`src/rtl/qrs_frame_sequencer.sv`:
```
// qrs_frame_sequencer
// Cuts the incoming ECG sample stream into FRAME_LEN-sample frames. For each
// frame it feeds the QRS detector, waits for its done/address report, converts
// the frame-relative R-peak address to an absolute sample index, drops peaks
// that fall inside the refractory window, and emits the surviving peaks with
// their RR interval over a valid/ready handshake.
//
// Ports
//   clock_iht    in   1   system clock, rising edge
//   reset        in   1   asynchronous active-high reset
//   s_valid      in   1   input sample valid
//   s_ready      out  1   sequencer accepts a sample (FEED only)
//   s_data       in  16   ECG sample
//   X            out 16   sample forwarded to the detector
//   x_valid      out  1   X holds a new sample this cycle
//   det_start    out  1   one-cycle pulse at the start of every frame
//   det_done     in   1   detector finished the current frame
//   det_addr     in  32   frame-relative R-peak address, sampled with det_done
//   peak_valid   out  1   peak record available
//   peak_ready   in   1   consumer accepts the record
//   peak_addr    out 32   absolute sample index of the R peak
//   rr_interval  out 32   distance to the previous accepted peak (0 for first)
//   frame_count  out 16   completed frames, wraps
//   timeout_err  out  1   sticky: a frame timed out waiting for det_done
//   range_err    out  1   sticky: det_addr >= FRAME_LEN was reported
module qrs_frame_sequencer #(
    parameter int unsigned FRAME_LEN = 256,
    parameter int unsigned REFRACT   = 50,
    parameter int unsigned TIMEOUT   = 1024
) (
    input  logic        clock_iht,
    input  logic        reset,
    input  logic        s_valid,
    output logic        s_ready,
    input  logic [15:0] s_data,
    output logic [15:0] X,
    output logic        x_valid,
    output logic        det_start,
    input  logic        det_done,
    input  logic [31:0] det_addr,
    output logic        peak_valid,
    input  logic        peak_ready,
    output logic [31:0] peak_addr,
    output logic [31:0] rr_interval,
    output logic [15:0] frame_count,
    output logic        timeout_err,
    output logic        range_err
);

    localparam int unsigned IDX_W = (FRAME_LEN > 1) ? $clog2(FRAME_LEN) : 1;
    localparam int unsigned TMO_W = $clog2(TIMEOUT + 1);

    typedef enum logic [1:0] {
        S_START = 2'd0,
        S_FEED  = 2'd1,
        S_WAIT  = 2'd2,
        S_EMIT  = 2'd3
    } state_t;

    state_t             state_q, state_d;
    logic [IDX_W-1:0]   idx_q, idx_d;
    logic [TMO_W-1:0]   tmo_q, tmo_d;
    logic [31:0]        frame_base_q, frame_base_d;
    logic [31:0]        last_peak_q, last_peak_d;
    logic               have_last_q, have_last_d;
    logic               s_ready_q, s_ready_d;
    logic [15:0]        x_q, x_d;
    logic               x_valid_q, x_valid_d;
    logic               det_start_q, det_start_d;
    logic               peak_valid_q, peak_valid_d;
    logic [31:0]        peak_addr_q, peak_addr_d;
    logic [31:0]        rr_q, rr_d;
    logic [15:0]        frame_count_q, frame_count_d;
    logic               timeout_err_q, timeout_err_d;
    logic               range_err_q, range_err_d;

    logic               frame_close;
    logic [31:0]        abs_addr;
    logic [31:0]        delta;

    // Absolute peak index and its distance from the last accepted peak (32-bit wrap)
    assign abs_addr = frame_base_q + det_addr;
    assign delta    = abs_addr - last_peak_q;

    // State and output registers
    always_ff @(posedge clock_iht or posedge reset) begin
        if (reset) begin
            state_q       <= S_START;
            idx_q         <= '0;
            tmo_q         <= '0;
            frame_base_q  <= '0;
            last_peak_q   <= '0;
            have_last_q   <= 1'b0;
            s_ready_q     <= 1'b0;
            x_q           <= '0;
            x_valid_q     <= 1'b0;
            det_start_q   <= 1'b0;
            peak_valid_q  <= 1'b0;
            peak_addr_q   <= '0;
            rr_q          <= '0;
            frame_count_q <= '0;
            timeout_err_q <= 1'b0;
            range_err_q   <= 1'b0;
        end else begin
            state_q       <= state_d;
            idx_q         <= idx_d;
            tmo_q         <= tmo_d;
            frame_base_q  <= frame_base_d;
            last_peak_q   <= last_peak_d;
            have_last_q   <= have_last_d;
            s_ready_q     <= s_ready_d;
            x_q           <= x_d;
            x_valid_q     <= x_valid_d;
            det_start_q   <= det_start_d;
            peak_valid_q  <= peak_valid_d;
            peak_addr_q   <= peak_addr_d;
            rr_q          <= rr_d;
            frame_count_q <= frame_count_d;
            timeout_err_q <= timeout_err_d;
            range_err_q   <= range_err_d;
        end
    end

    // Next-state and registered-output logic
    always_comb begin
        state_d       = state_q;
        idx_d         = idx_q;
        tmo_d         = tmo_q;
        frame_base_d  = frame_base_q;
        last_peak_d   = last_peak_q;
        have_last_d   = have_last_q;
        s_ready_d     = s_ready_q;
        x_d           = x_q;
        x_valid_d     = 1'b0;
        det_start_d   = 1'b0;
        peak_valid_d  = peak_valid_q;
        peak_addr_d   = peak_addr_q;
        rr_d          = rr_q;
        frame_count_d = frame_count_q;
        timeout_err_d = timeout_err_q;
        range_err_d   = range_err_q;
        frame_close   = 1'b0;

        case (state_q)
            S_START: begin
                det_start_d = 1'b1;
                idx_d       = '0;
                s_ready_d   = 1'b1;
                state_d     = S_FEED;
            end
            S_FEED: begin
                if (s_valid && s_ready_q) begin
                    x_d       = s_data;
                    x_valid_d = 1'b1;
                    idx_d     = idx_q + IDX_W'(1);
                    if (idx_q == IDX_W'(FRAME_LEN - 1)) begin
                        s_ready_d = 1'b0;
                        state_d   = S_WAIT;
                    end
                end
            end
            S_WAIT: begin
                tmo_d = tmo_q + TMO_W'(1);
                // det_done takes priority over a simultaneous timeout expiry
                if (det_done) begin
                    if (det_addr >= 32'(FRAME_LEN)) begin
                        range_err_d = 1'b1;
                        frame_close = 1'b1;
                    end else if (have_last_q && (delta < 32'(REFRACT))) begin
                        frame_close = 1'b1;
                    end else begin
                        peak_addr_d  = abs_addr;
                        rr_d         = have_last_q ? delta : 32'd0;
                        last_peak_d  = abs_addr;
                        have_last_d  = 1'b1;
                        peak_valid_d = 1'b1;
                        state_d      = S_EMIT;
                    end
                end else if (tmo_q == TMO_W'(TIMEOUT - 1)) begin
                    timeout_err_d = 1'b1;
                    frame_close   = 1'b1;
                end
            end
            S_EMIT: begin
                if (peak_ready) begin
                    peak_valid_d = 1'b0;
                    frame_close  = 1'b1;
                end
            end
            default: state_d = S_START;
        endcase

        // Common frame-close bookkeeping
        if (frame_close) begin
            frame_base_d  = frame_base_q + 32'(FRAME_LEN);
            frame_count_d = frame_count_q + 16'd1;
            tmo_d         = '0;
            state_d       = S_START;
        end
    end

    assign s_ready     = s_ready_q;
    assign X           = x_q;
    assign x_valid     = x_valid_q;
    assign det_start   = det_start_q;
    assign peak_valid  = peak_valid_q;
    assign peak_addr   = peak_addr_q;
    assign rr_interval = rr_q;
    assign frame_count = frame_count_q;
    assign timeout_err = timeout_err_q;
    assign range_err   = range_err_q;

endmodule

```
`config.mk`:
```
export PLATFORM = sky130hd
export DESIGN_NAME = qrs_frame_sequencer
export DESIGN_NICKNAME = d
export VERILOG_FILES = /design/src/rtl/qrs_frame_sequencer.sv
export SDC_FILE = /design/constraint.sdc
export NUM_CORES = 1
export LEC_CHECK = 0
export CORE_ASPECT_RATIO = 0.75
export CORE_MARGIN = 4
export CORE_UTILIZATION = 59
export DETAILED_ROUTE_END_ITERATION = 10
export HOLD_SLACK_MARGIN = 0.15
export PLACE_DENSITY = 0.86
export SKIP_CTS_REPAIR_TIMING = 1
export SLEW_MARGIN = 5
export SYNTH_ARGS = -nofsm -noshare
export SYNTH_HDL_FRONTEND = slang
export SYNTH_SLANG_ARGS = --single-unit
```
`constraint.sdc`:
```
create_clock -name clock_iht -period 13.9 [get_ports clock_iht]
set_clock_uncertainty 0.05 [all_clocks]
set_input_delay 2.085 -clock clock_iht [delete_from_list [all_inputs] [get_ports clock_iht]]
set_output_delay 2.085 -clock clock_iht [all_outputs]
set_load 0.01 [all_outputs]
```
# Word-level counts from Yosys, hierarchy flattened
# Cells that the tools add are included.
[op_classes] reduce_logical=15 eq_ne=16 muxes=29 order_cmp=2 addsub=6 bitwise_logic=3
[op_table] op="32-bit adder" n=1
[op_table] op="32-bit by 9-bit adder with 32-bit output (second input constant)" n=1
[op_table] op="32-bit by 9-bit greater-or-equal comparator with 1-bit output (second input constant)" n=1
[op_table] op="32-bit by 6-bit < comparator with 1-bit output (second input constant)" n=1
[op_table] op="32-bit 2-to-1 mux" n=1
[op_table] op="32-bit subtractor" n=1
[op_table] op="11-bit 2-to-1 mux" n=2
[op_table] op="16-bit by 1-bit adder with 16-bit output (second input constant)" n=1
[op_table] op="8-bit one-hot mux with 2 select lines" n=1
[op_table] op="3-bit inequality test (second input constant)" n=5
[op_table] op="1-bit 2-to-1 mux" n=14
[op_table] op="2-bit 2-to-1 mux" n=6
[op_table] op="2-bit inequality test (second input constant)" n=6
[op_table] op="11-bit by 1-bit adder with 11-bit output (second input constant)" n=1
[op_table] op="11-bit by 10-bit == test with 1-bit output (second input constant)" n=1
[op_table] op="3-bit AND reduction" n=3
[op_table] op="8-bit by 1-bit adder with 8-bit output (second input constant)" n=1
[op_table] op="8-bit == test (second input constant)" n=1
[op_table] op="8-bit 2-to-1 mux" n=1
[op_table] op="1-bit one-hot mux with 2 select lines" n=3
[op_table] op="2-bit one-hot mux with 3 select lines" n=1
[op_table] op="6-bit AND reduction" n=1
[op_table] op="2-bit nonzero test" n=3
[op_table] op="5-bit AND reduction" n=1
[op_table] op="8 further kinds" n=13
[totals] reg_bits=156 in_bits=53 out_inout_bits=102

# Depth between registers and ports, before layout
[logic_depth] ltp_word=10 mapped_depth=28

# Worst setup path after synthesis
# OpenSTA, ideal clock, no wires.
[synth_path] kind="in2reg" from="input det_addr[8]" to="register peak_addr_q[1] (netlist: peak_addr[1])" stages=24 arrival_time_ps=7149 setup_slack_ps=6574 required_ps=13723 path_cell_list="ha_1 -> fa_1 -> a21o_1 -> a21oi_1 -> o21ai_0 -> a21o_1 -> a21oi_1 -> o21ai_0 -> a21oi_1 -> xnor2_1 -> ha_1 -> clkbuf_1 -> nand2_1 -> o21ai_1 -> a211oi_1 -> a211oi_1 -> or4_1 -> a2111oi_2 -> nand4_1 -> nor4_1 -> nand4b_1 -> nand4_2 -> buf_4 -> mux2_1"
[synth_via] elab_chain_cells=6 elab_cells_between_ends=8 cone_classes="2 x add/sub; 2 x order compare; 2 x bitwise; 2 x reduce/logical"
[synth_lines] item="from (decl)" line_no="40" text="input logic [31:0] det_addr,"
[synth_lines] item="32-bit adder" line_no="82" text="assign abs_addr = frame_base_q + det_addr;"
[synth_lines] item="net abs_addr[20]" line_no="78" text="logic [31:0] abs_addr;"
[synth_lines] item="32-bit subtractor" line_no="83" text="assign delta = abs_addr - last_peak_q;"
[synth_lines] item="32-bit by 6-bit < comparator with 1-bit output" line_no="169" text="end else if (have_last_q && (delta < 32'(REFRACT))) begin"
[synth_lines] item="1-bit logical AND" line_no="169"
[synth_lines] item="1-bit inverter (no line)"
[synth_lines] item="4-bit AND reduction (no line)"
[synth_lines] item="to (signal assigned)" line_no="116" text="peak_addr_q <= peak_addr_d;"
[synth_lines] item="to (decl)" line_no="71" text="logic [31:0] peak_addr_q, peak_addr_d;"
# The timed path passes the listed nets, and every way through them passes these cells.
# A chain may end at the register's enable or synchronous reset.

# Worst setup path after layout
[layout_path] from="input det_addr[8]" to="register peak_addr_q[5] (netlist: peak_addr[5])"
# Same word-level chain as after synthesis.

==> results.json <==
{
  "die_y_um": 119,
  "synth.distinct_cells": 74,
  "synth_top_area_cell": "dfrtp_1",
  "setup_tns_ns": 0,
  "wirelength_um": 26100,
  "whs_path_depth": 1,
  "io_buffers": 154,
  "worst_pin_slew_ns": 1.01,
  "drv_slew": 0,
  "wl_per_cell_um": 18.3,
  "path_cells": "clkdlybuf4s50_1 > ha_1 > fa_1 > a21o_1 > a21oi_1 > o21ai_0 > a21o_1 > a21oi_1 > o21ai_0 > a21oi_1 > xnor2_1 > ha_1 > nand2_1 > o21ai_1 > a211oi_1 > a211oi_1 > or4_1 > a2111oi_2 > nand4_1 > nor4_1 > nand4b_1 > nand4_4 > buf_4 > mux2_1",
  "hold_viol": 0,
  "crit_type": "input pin to flip-flop",
  "p_leak_uw": 0.00532,
  "grt_max_degree": 100,
  "slew_headroom_pct": 32.5,
  "grt_first_pass_wirelength_um": 42000,
  "r2r_end": "peak_addr[5]",
  "ys_seq_area_share_pct": 38.5,
  "ioPinCount": 155,
  "grt_pass1_vias": 8099,
  "p_total_uw": 1080,
  "critical_path.startpoint": "det_addr[8]",
  "firstDrtPassIters": 7,
  "synth-simple-area-share_pct": 19.7,
  "ys_ff_latch": 148,
  "worstPathMaxFanout": 99,
  "cp_top_family": "compound AO/OA/AOI/OAI gates",
  "drc_errors": 0,
  "fin_crit_ns": 8.81,
  "synth_fa_ha_area_share_pct": 8.49,
  "worstRegToRegCells": 23,
  "cts_max_path_buffers": 2,
  "die_w_um": 155,
  "drt-initial-drc-count": 843,
  "regToRegSetupSlack_ns": 6.73,
  "slowest_stage": "buf_4",
  "avgSynthCellArea_um2": 8.99,
  "power_density_nw_per_um2": 91.0,
  "place.gp.congestion": 0.951,
  "cp_num_cells": 24,
  "synth_compound_area_share_pct": 15.5,
  "start_kind": "input pin",
  "cts.sinks": 148,
  "die_area_um2": 18400,
  "ir_drop_mv": 0.0710,
  "yosys_warnings": 0,
  "end_kind": "flip-flop",
  "worstPathArrival_ns": 9.08,
  "layout_worst_path_cycle_share_pct": 63.4,
  "layout-drive-gt1-share_pct": 4.44,
  "slowest_delay_ns": 0.77,
  "status": "complete, no violations",
  "synth_edf_count": 0,
  "grt_overflow_total": 0,
  "pre_cts_ws_ns": 4.81,
  "num_antenna_cells": 0,
  "row_count": 40,
  "h-tree-depth": 4,
  "antenna_found_initial": 1,
  "place_area_um2": 11200,
  "drv_cap": 0,
  "fin_area_um2": 11800,
  "syn_nets": 1186,
  "crit_top_cell": "a21oi_1",
  "track_usage_pct": 28.1,
  "cts_buffers": 17,
  "setup-violations-final": 0,
  "fmax_mhz": 113,
  "synthMuxAreaShare_pct": 4.39,
  "synthCells": 1069,
  "core_area_um2": 16000,
  "nNetsFinal": 1320,
  "synth_top_area_share_pct": 38.5,
  "insertion_delay_ns": 0.44,
  "vias": 8618,
  "root_buffer": "clkbuf_16",
  "synth_xor_area_share_pct": 9.26,
  "crit_required_ns": 14.16,
  "crit_buf_inv": 2,
  "hold_path_class": "flip-flop to flip-flop",
  "place_hpwl_um": 19400,
  "dp.cells": 1394,
  "holdPathEnd": "timeout_err",
  "start_util_pct": 60.0,
  "async_flop_share_pct": 100,
  "synth_ff_type": "dfrtp_1",
  "netlist_area_um2": 9610,
  "synth.area.top_cells": "dfrtp_1, ha_1, nand2_1, xnor2_1, mux2_1",
  "rsz0062_at_grt": "false",
  "cts_tree": "done",
  "synth_top_family_by_area": "simple AND/OR/NAND/NOR gates",
  "syn_to_final_growth_pct": 23.2,
  "via_per_inst": 6.05,
  "final_cells": 1425,
  "worst_slack_ns": 5.09,
  "r2r_start": "frame_base_q[8]",
  "drtAntennaViolNets": 0,
  "min_from": "timeout_err",
  "clkSlewWorstSetupHoldPaths_ns": 0.06
}
## Yosys cell counts (all sizes together) (26+ instances only)
master,n
a21oi,54
dfrtp,148
ha,62
inv,50
mux2,33
nand2,162
nand3,56
nand4,26
nor2,61
o21ai,68
xnor2,67
xor2,32
## per-layer routing
metal  vias up  part of all wire, %  global-route usage [%]
met4         2                  1.7                    7.60
met3        40                  8.6                    7.76
met2       342                   44                    40.7
met5         -                0.050                       0
met1      4181                   46                    41.6
li1       4053                    -                       -
## flip-flops by register name (all words and copies together), names as in the netlist
signal,count
frame_count,16
X,16
timeout_err,1
rr_interval,32
x_valid,1
state_q,2
idx_q,8
peak_valid,1
frame_base_q,24
tmo_q,11
have_last_q,1
s_ready,1
range_err,1
peak_addr,32
det_start,1
## worst max path at each step
stage | to | slack [ns]
finish | peak_addr[5] | 5.09
global route | peak_addr[20] | 4.73
CTS | peak_addr[20] | 5.24
detailed placement | peak_addr[5] | 4.81
global placement | peak_addr[8] | 5.10
floorplan | peak_addr[1] | 6.57
## layout make-up
cell class,instances,area (um^2)
clock buffer,18,439
clock inverter,13,173
fill,1229,4170
inverter,50,193
multi-input combinational,830,5520
sequential,148,3700
tap,210,263
timing repair buffer,156,1560
## per-stage QoR
| stage | hold slack, ns | utilization (%) |
|---|---|---|
| CTS | 0.427 | 73.9 |
| global route | 0.458 | 73.9 |
| floorplan | 0.412 | - |
| global placement | 0.401 | 70.1 |
| finish | 0.427 | 73.9 |
| detailed placement | 0.412 | 70.1 |
## logic make-up after synthesis
family | after synthesis
buffers and inverters | 91
XOR/XNOR | 100
adder cells (fa/ha/maj) | 64
flip-flops | 148
AO/OA/AOI/OAI | 230
AND/OR/NAND/NOR | 398
multiplexers | 38
## power breakdown
part	internal [uW]	switching [uW]	total, uW
combinational	59.5	92.2	152
clock	290	200	490
sequential	433	2.58	435
## worst register-to-register path: stages (launching register included)
cell       delay (ns)
dfrtp_1          0.44
ha_1             0.25
fa_1             0.42
a21o_1           0.19
a21oi_1          0.27
o21ai_0          0.16
a21o_1           0.20
a21oi_1          0.27
o21ai_0          0.17
a21oi_1          0.30
xnor2_1          0.19
ha_1             0.36
nand2_1          0.18
o21ai_1          0.14
a211oi_1         0.26
a211oi_1         0.08
or4_1            0.54
a2111oi_2        0.34
nand4_1          0.20
nor4_1           0.37
nand4b_1         0.28
nand4_4          0.17
buf_4            0.77
mux2_1           0.46
## placed cells by master (no fill, tap or decap), drive strengths merged, types with 9 or more instances in the layout
| cell type | Yosys | routed |
|---|---|---|
| mux2 | 33 | 33 |
| and3 | 24 | 24 |
| a21oi | 54 | 54 |
| o21ai | 68 | 68 |
| nand3 | 56 | 56 |
| clkdlybuf4s50 | 0 | 154 |
| nand2 | 162 | 162 |
| dfrtp | 148 | 148 |
| inv | 50 | 56 |
| clkbuf | 24 | 18 |
| a21o | 24 | 24 |
| xor2 | 32 | 32 |
| o211ai | 11 | 11 |
| ha | 62 | 62 |
| nor2 | 61 | 61 |
| nor3 | 16 | 16 |
| o31ai | 10 | 10 |
| nor4 | 11 | 11 |
| o21bai | 9 | 9 |
| a211oi | 10 | 10 |
| nand4 | 26 | 26 |
| xnor2 | 67 | 67 |
Power figures use the tool's default switching activity.
==> RTL change 1 (same flow settings) <==
`rr_q` no longer has a reset.
--- a/src/rtl/qrs_frame_sequencer.sv
+++ b/src/rtl/qrs_frame_sequencer.sv
@@ -97,7 +97,6 @@
             det_start_q   <= 1'b0;
             peak_valid_q  <= 1'b0;
             peak_addr_q   <= '0;
-            rr_q          <= '0;
             frame_count_q <= '0;
             timeout_err_q <= 1'b0;
             range_err_q   <= 1'b0;
@@ -114,11 +113,14 @@
             det_start_q   <= det_start_d;
             peak_valid_q  <= peak_valid_d;
             peak_addr_q   <= peak_addr_d;
-            rr_q          <= rr_d;
             frame_count_q <= frame_count_d;
             timeout_err_q <= timeout_err_d;
             range_err_q   <= range_err_d;
         end
+    end
+
+    always_ff @(posedge clock_iht) begin
+        rr_q <= rr_d;
     end
 
     // Next-state and registered-output logic
Function: same outputs for any inputs over 10 cycles, from zero or initial values and one cycle with reset high; that may be too few to reach the edited logic, so the function may still have changed.
==> RTL change 1 against the unedited design <==
- design area rose by 0.72%
- setup slack improved by 0.69 ns
- cell count fell by 2.6%
- total power rose by 0.77%
- sequential cell count did not move
- critical path depth rose by 1
- core utilization rose by 0.30 points
- worst hold slack got worse by 0.0028 ns
- non-clock buffer count rose by 1
- routed wire length fell by 10%
- synthesized area rose by 0.77%
- critical endpoint is now peak_addr[27]$_DFFE_PP0P_
==> RTL change 1: results <==
group,metric,value,unit
drt,drt_pass1_iterations,5,
logic_synthesis,synth_commonest_cells,"dfrtp_1 (116), nand2_1 (116), nor2_1 (78), a21oi_1 (66), ha_1 (62)",
finish,drive_above_1_share,0.0713,
grt,grtUsageMet2,0.364,
sta,tightest_slew,0.977,ns
power,p_per_area,91.0,mW/mm^2
drt,first_iter_violations,607,
place,dp_hpwl,17.7,mm
finish,n_fill_cell,1151,
worst_setup_path,crit_fanout,65,
worst_setup_path,cpPeakStageDelay,0.74,ns
drt,wirelength_met1,11.3,mm
worst_setup_path,endpoint,"peak_addr[27]$_DFFE_PP0P_",
min_path,hold_depth,2,
power,p_sw,287,uW
worst_setup_path,rrSetupSlack,7.40,ns
logic_synthesis,synth_edf_count,32,
power,leakagePower,5.23,nW
place,gp_congestion,0.938,
worst_setup_path,ff2ff_path_depth,24,
place,place_ws,5.45,ns
min_path,min_from,"X[10]$_DFFE_PP0P_",
power,finalPower,1.09,mW
grt,grtUsageMet1,0.389,
place,place_area,0.0113,sq mm
min_path,min_to,"X[10]$_DFFE_PP0P_",
grt,met3_usage,0.0494,
drt,highest_layer,"met4",
logic_synthesis,synthArstFlopShare,0.784,
finish,fin_cells,1388,
logic_synthesis,syn-num-nets,1139,
power,seqPwrFrac,0.427,
logic_synthesis,ys_seq_area_frac,0.399,
status,outcome,"complete, no violations",
RTL change 1: changes by cell type after synthesis, sizes merged, moves of 23 or more:
cell    before  now
edfxtp       0   32
nand2      162  116
nand3       56   30
o21ai       68   41
xnor2       67   41
xor2        32   55
dfrtp      148  116
RTL change 1: final cells by class:
class / count / area share
multi-input combinational: 780 / 0.454
sequential: 148 / 0.324
timing repair buffer: 157 / 0.131
clock buffer: 20 / 0.0384
tap: 210 / 0.0220
inverter: 62 / 0.0197
clock inverter: 11 / 0.0106
RTL change 1: cells by family (layout without fill, tap and decap cells):
logic type                 Yosys count  in the layout  synth area share
xor gates and xnor gates            97             97            0.0891
DFF                                148            148             0.399
buffers and inverters               94            250            0.0425
and+or+nand+nor                    373            373             0.190
AOI/OAI and AO/OA                  208            208             0.142
adders and majority gates           64             64            0.0842
muxes                               38             38            0.0531
==> RTL change 2 (same flow settings) <==
Made on the original files. The parameter `TIMEOUT` goes from 1024 to 4096.
--- a/src/rtl/qrs_frame_sequencer.sv
+++ b/src/rtl/qrs_frame_sequencer.sv
@@ -26,7 +26,7 @@
 module qrs_frame_sequencer #(
     parameter int unsigned FRAME_LEN = 256,
     parameter int unsigned REFRACT   = 50,
-    parameter int unsigned TIMEOUT   = 1024
+    parameter int unsigned TIMEOUT   = 4096
 ) (
     input  logic        clock_iht,
     input  logic        reset,
Function: no difference found for any inputs over 10 cycles, from zero or initial values and one cycle with reset high; that may be too few to reach the edited logic, so the function may still have changed.
==> RTL change 2 against the unedited design <==
- synthesized area up 2.9%
- synthesized cell count rose by 0.19%
- via count is 1.1% higher
- core utilization up 0.97 points
- highest routed layer unchanged
- setup slack gained 0.061 ns
- sequential cell count up 2
- non-clock buffer count increased by 2
- design area is 2.6% higher
- sequential power grew 6.2%
- routed wire length decreased by 0.57%
- maximum frequency up 0.70%
- total power is 2.1% higher
==> RTL change 2: results <==
group,metric,value,unit
status,outcome,"complete, no violations",
worst_setup_path,cp.arrival,9.04,ns
place,gp_congestion,0.988,
cts,root_buffer,"clkbuf_16",
logic_synthesis,synth-adder-area-share,0.0825,
worst_setup_path,r2r-start,"frame_base_q[8]$_DFFE_PP0N_",
sta,tightest_slew,0.927,ns
drt,avgRoutedWirePerCell,18.1,um
logic_synthesis,synthArstFlopShare,1.00,
logic_synthesis,ys_seq_area_frac,0.380,
worst_setup_path,cpPeakStageDelay,0.70,ns
grt,grtUsageTotal,0.273,
sta,tns,0,ns
min_path,min_to,"X[2]$_DFFE_PP0P_",
worst_setup_path,rrSetupSlack,6.74,ns
logic_synthesis,yosys-mux-area-fraction,0.0724,
cts,clock_latency,0.43,ns
cts,clockBufferDepth,2,
logic_synthesis,synth_cell_type_count,72,
grt,grt_max_degree,90,
grt,grt_pass1_wl,42.0,mm
min_path,hold_path.class,"reg -> reg",
finish,n_fill_cell,1172,
finish,antennaDiodeCount,0,
cts,clk_pin_slew,0.07,ns
grt,antenna_found_initial,1,
cts,h-tree-depth,4,
worst_setup_path,startpoint,"det_addr[8]",
logic_synthesis,synthDominantCellAreaShare,0.380,
worst_setup_path,endpoint,"frame_base_q[25]$_DFFE_PP0N_",
finish,fin_nets,1331,
drt,first_iter_violations,765,
worst_setup_path,ff2ff_path_depth,22,
worst_setup_path,critPathSlowestCell,"or4b_2",
place,portBuffers,154,
grt,grt_pass1_vias,8309,
drt,drt_pass1_iterations,5,
worst_setup_path,cp_top_family,"simple AND/OR/NAND/NOR gates",
worst_setup_path,crit_fanout,56,
power,p_sw,319,uW
place,dp_hpwl,19.2,mm
logic_synthesis,synth_xor_area_frac,0.0829,
finish,drive_above_1_share,0.0839,
min_path,min_from,"X[2]$_DFFE_PP0P_",
logic_synthesis,synth_compound_area_frac,0.136,
power,leakagePower,5.72,nW
min_path,hold_depth,2,
logic_synthesis,synth_area_leaders,"dfrtp_1 (38%), ha_1 (7.8%), xnor2_1 (5.7%), mux2_2 (5.0%), nand2_1 (4.9%)",
cts,cts_buffers,17,
logic_synthesis,yosys_warnings,0,
power,ir_drop,0.0000528,V
logic_synthesis,synth_commonest_cells,"dfrtp_1 (150), nand2_1 (129), inv_1 (73), nor2_1 (64), xnor2_1 (64)",
drt,viasPerCell,6.06,
logic_synthesis,syn-num-nets,1188,
RTL change 2: changes by cell type in the layout (fill, tap and decap cells not counted), sizes merged, moves of 5 or more:
| cell | before | now |
|---|---|---|
| inv | 56 | 81 |
| mux2 | 33 | 44 |
| o21ai | 68 | 34 |
| o21a | 5 | 10 |
| nor3 | 16 | 27 |
| and4 | 4 | 12 |
| a21o | 24 | 30 |
| o211ai | 11 | 2 |
| nand2 | 162 | 129 |
| or3 | 1 | 11 |
| nand3 | 56 | 44 |
| nand4 | 26 | 33 |
| mux2i | 5 | 22 |
| xor2 | 32 | 27 |
RTL change 2: final cells by class:
class,count,share of cell area
Tap cell,210,0.0216
Sequential cell,150,0.309
Clock inverter,14,0.0131
Multi-Input combinational cell,814,0.468
Inverter,73,0.0230
Clock buffer,18,0.0362
Timing Repair Buffer,158,0.129
RTL change 2: power by group through the flow:
| stage | combinational [mW] | clock, mW | sequential, mW |
|---|---|---|---|
| after detailed placement | 0.164 | 0 | 0.469 |
| after global routing | 0.185 | 0.494 | 0.463 |
| after floorplan | 0.104 | 0 | 0.469 |
| after global placement | 0.160 | 0 | 0.469 |
| after CTS | 0.165 | 0.475 | 0.461 |
| final | 0.168 | 0.470 | 0.462 |
RTL change 2: per-stage QoR:
step           hold WS [ns]  cell area [sq um]  instances   util  worst slack, ns
6_report              0.426              12100       1437  0.749             5.15
5_1_grt               0.444              12100       1437  0.749             4.72
4_1_cts               0.429              12100       1437  0.749             5.21
3_5_place_dp          0.412              11500       1405  0.712             4.83
3_3_place_gp          0.403              11500       1405  0.712             5.02
2_1_floorplan         0.413               9890       1071      -             6.20
RTL change 2: metal layers:
metal	vias up	part of all wire	track usage
li1	4111	-	-
met1	4203	0.45	0.398
met2	351	0.45	0.405
met3	48	0.076	0.0681
met4	2	0.020	0.0736
met5	-	0.00042	0
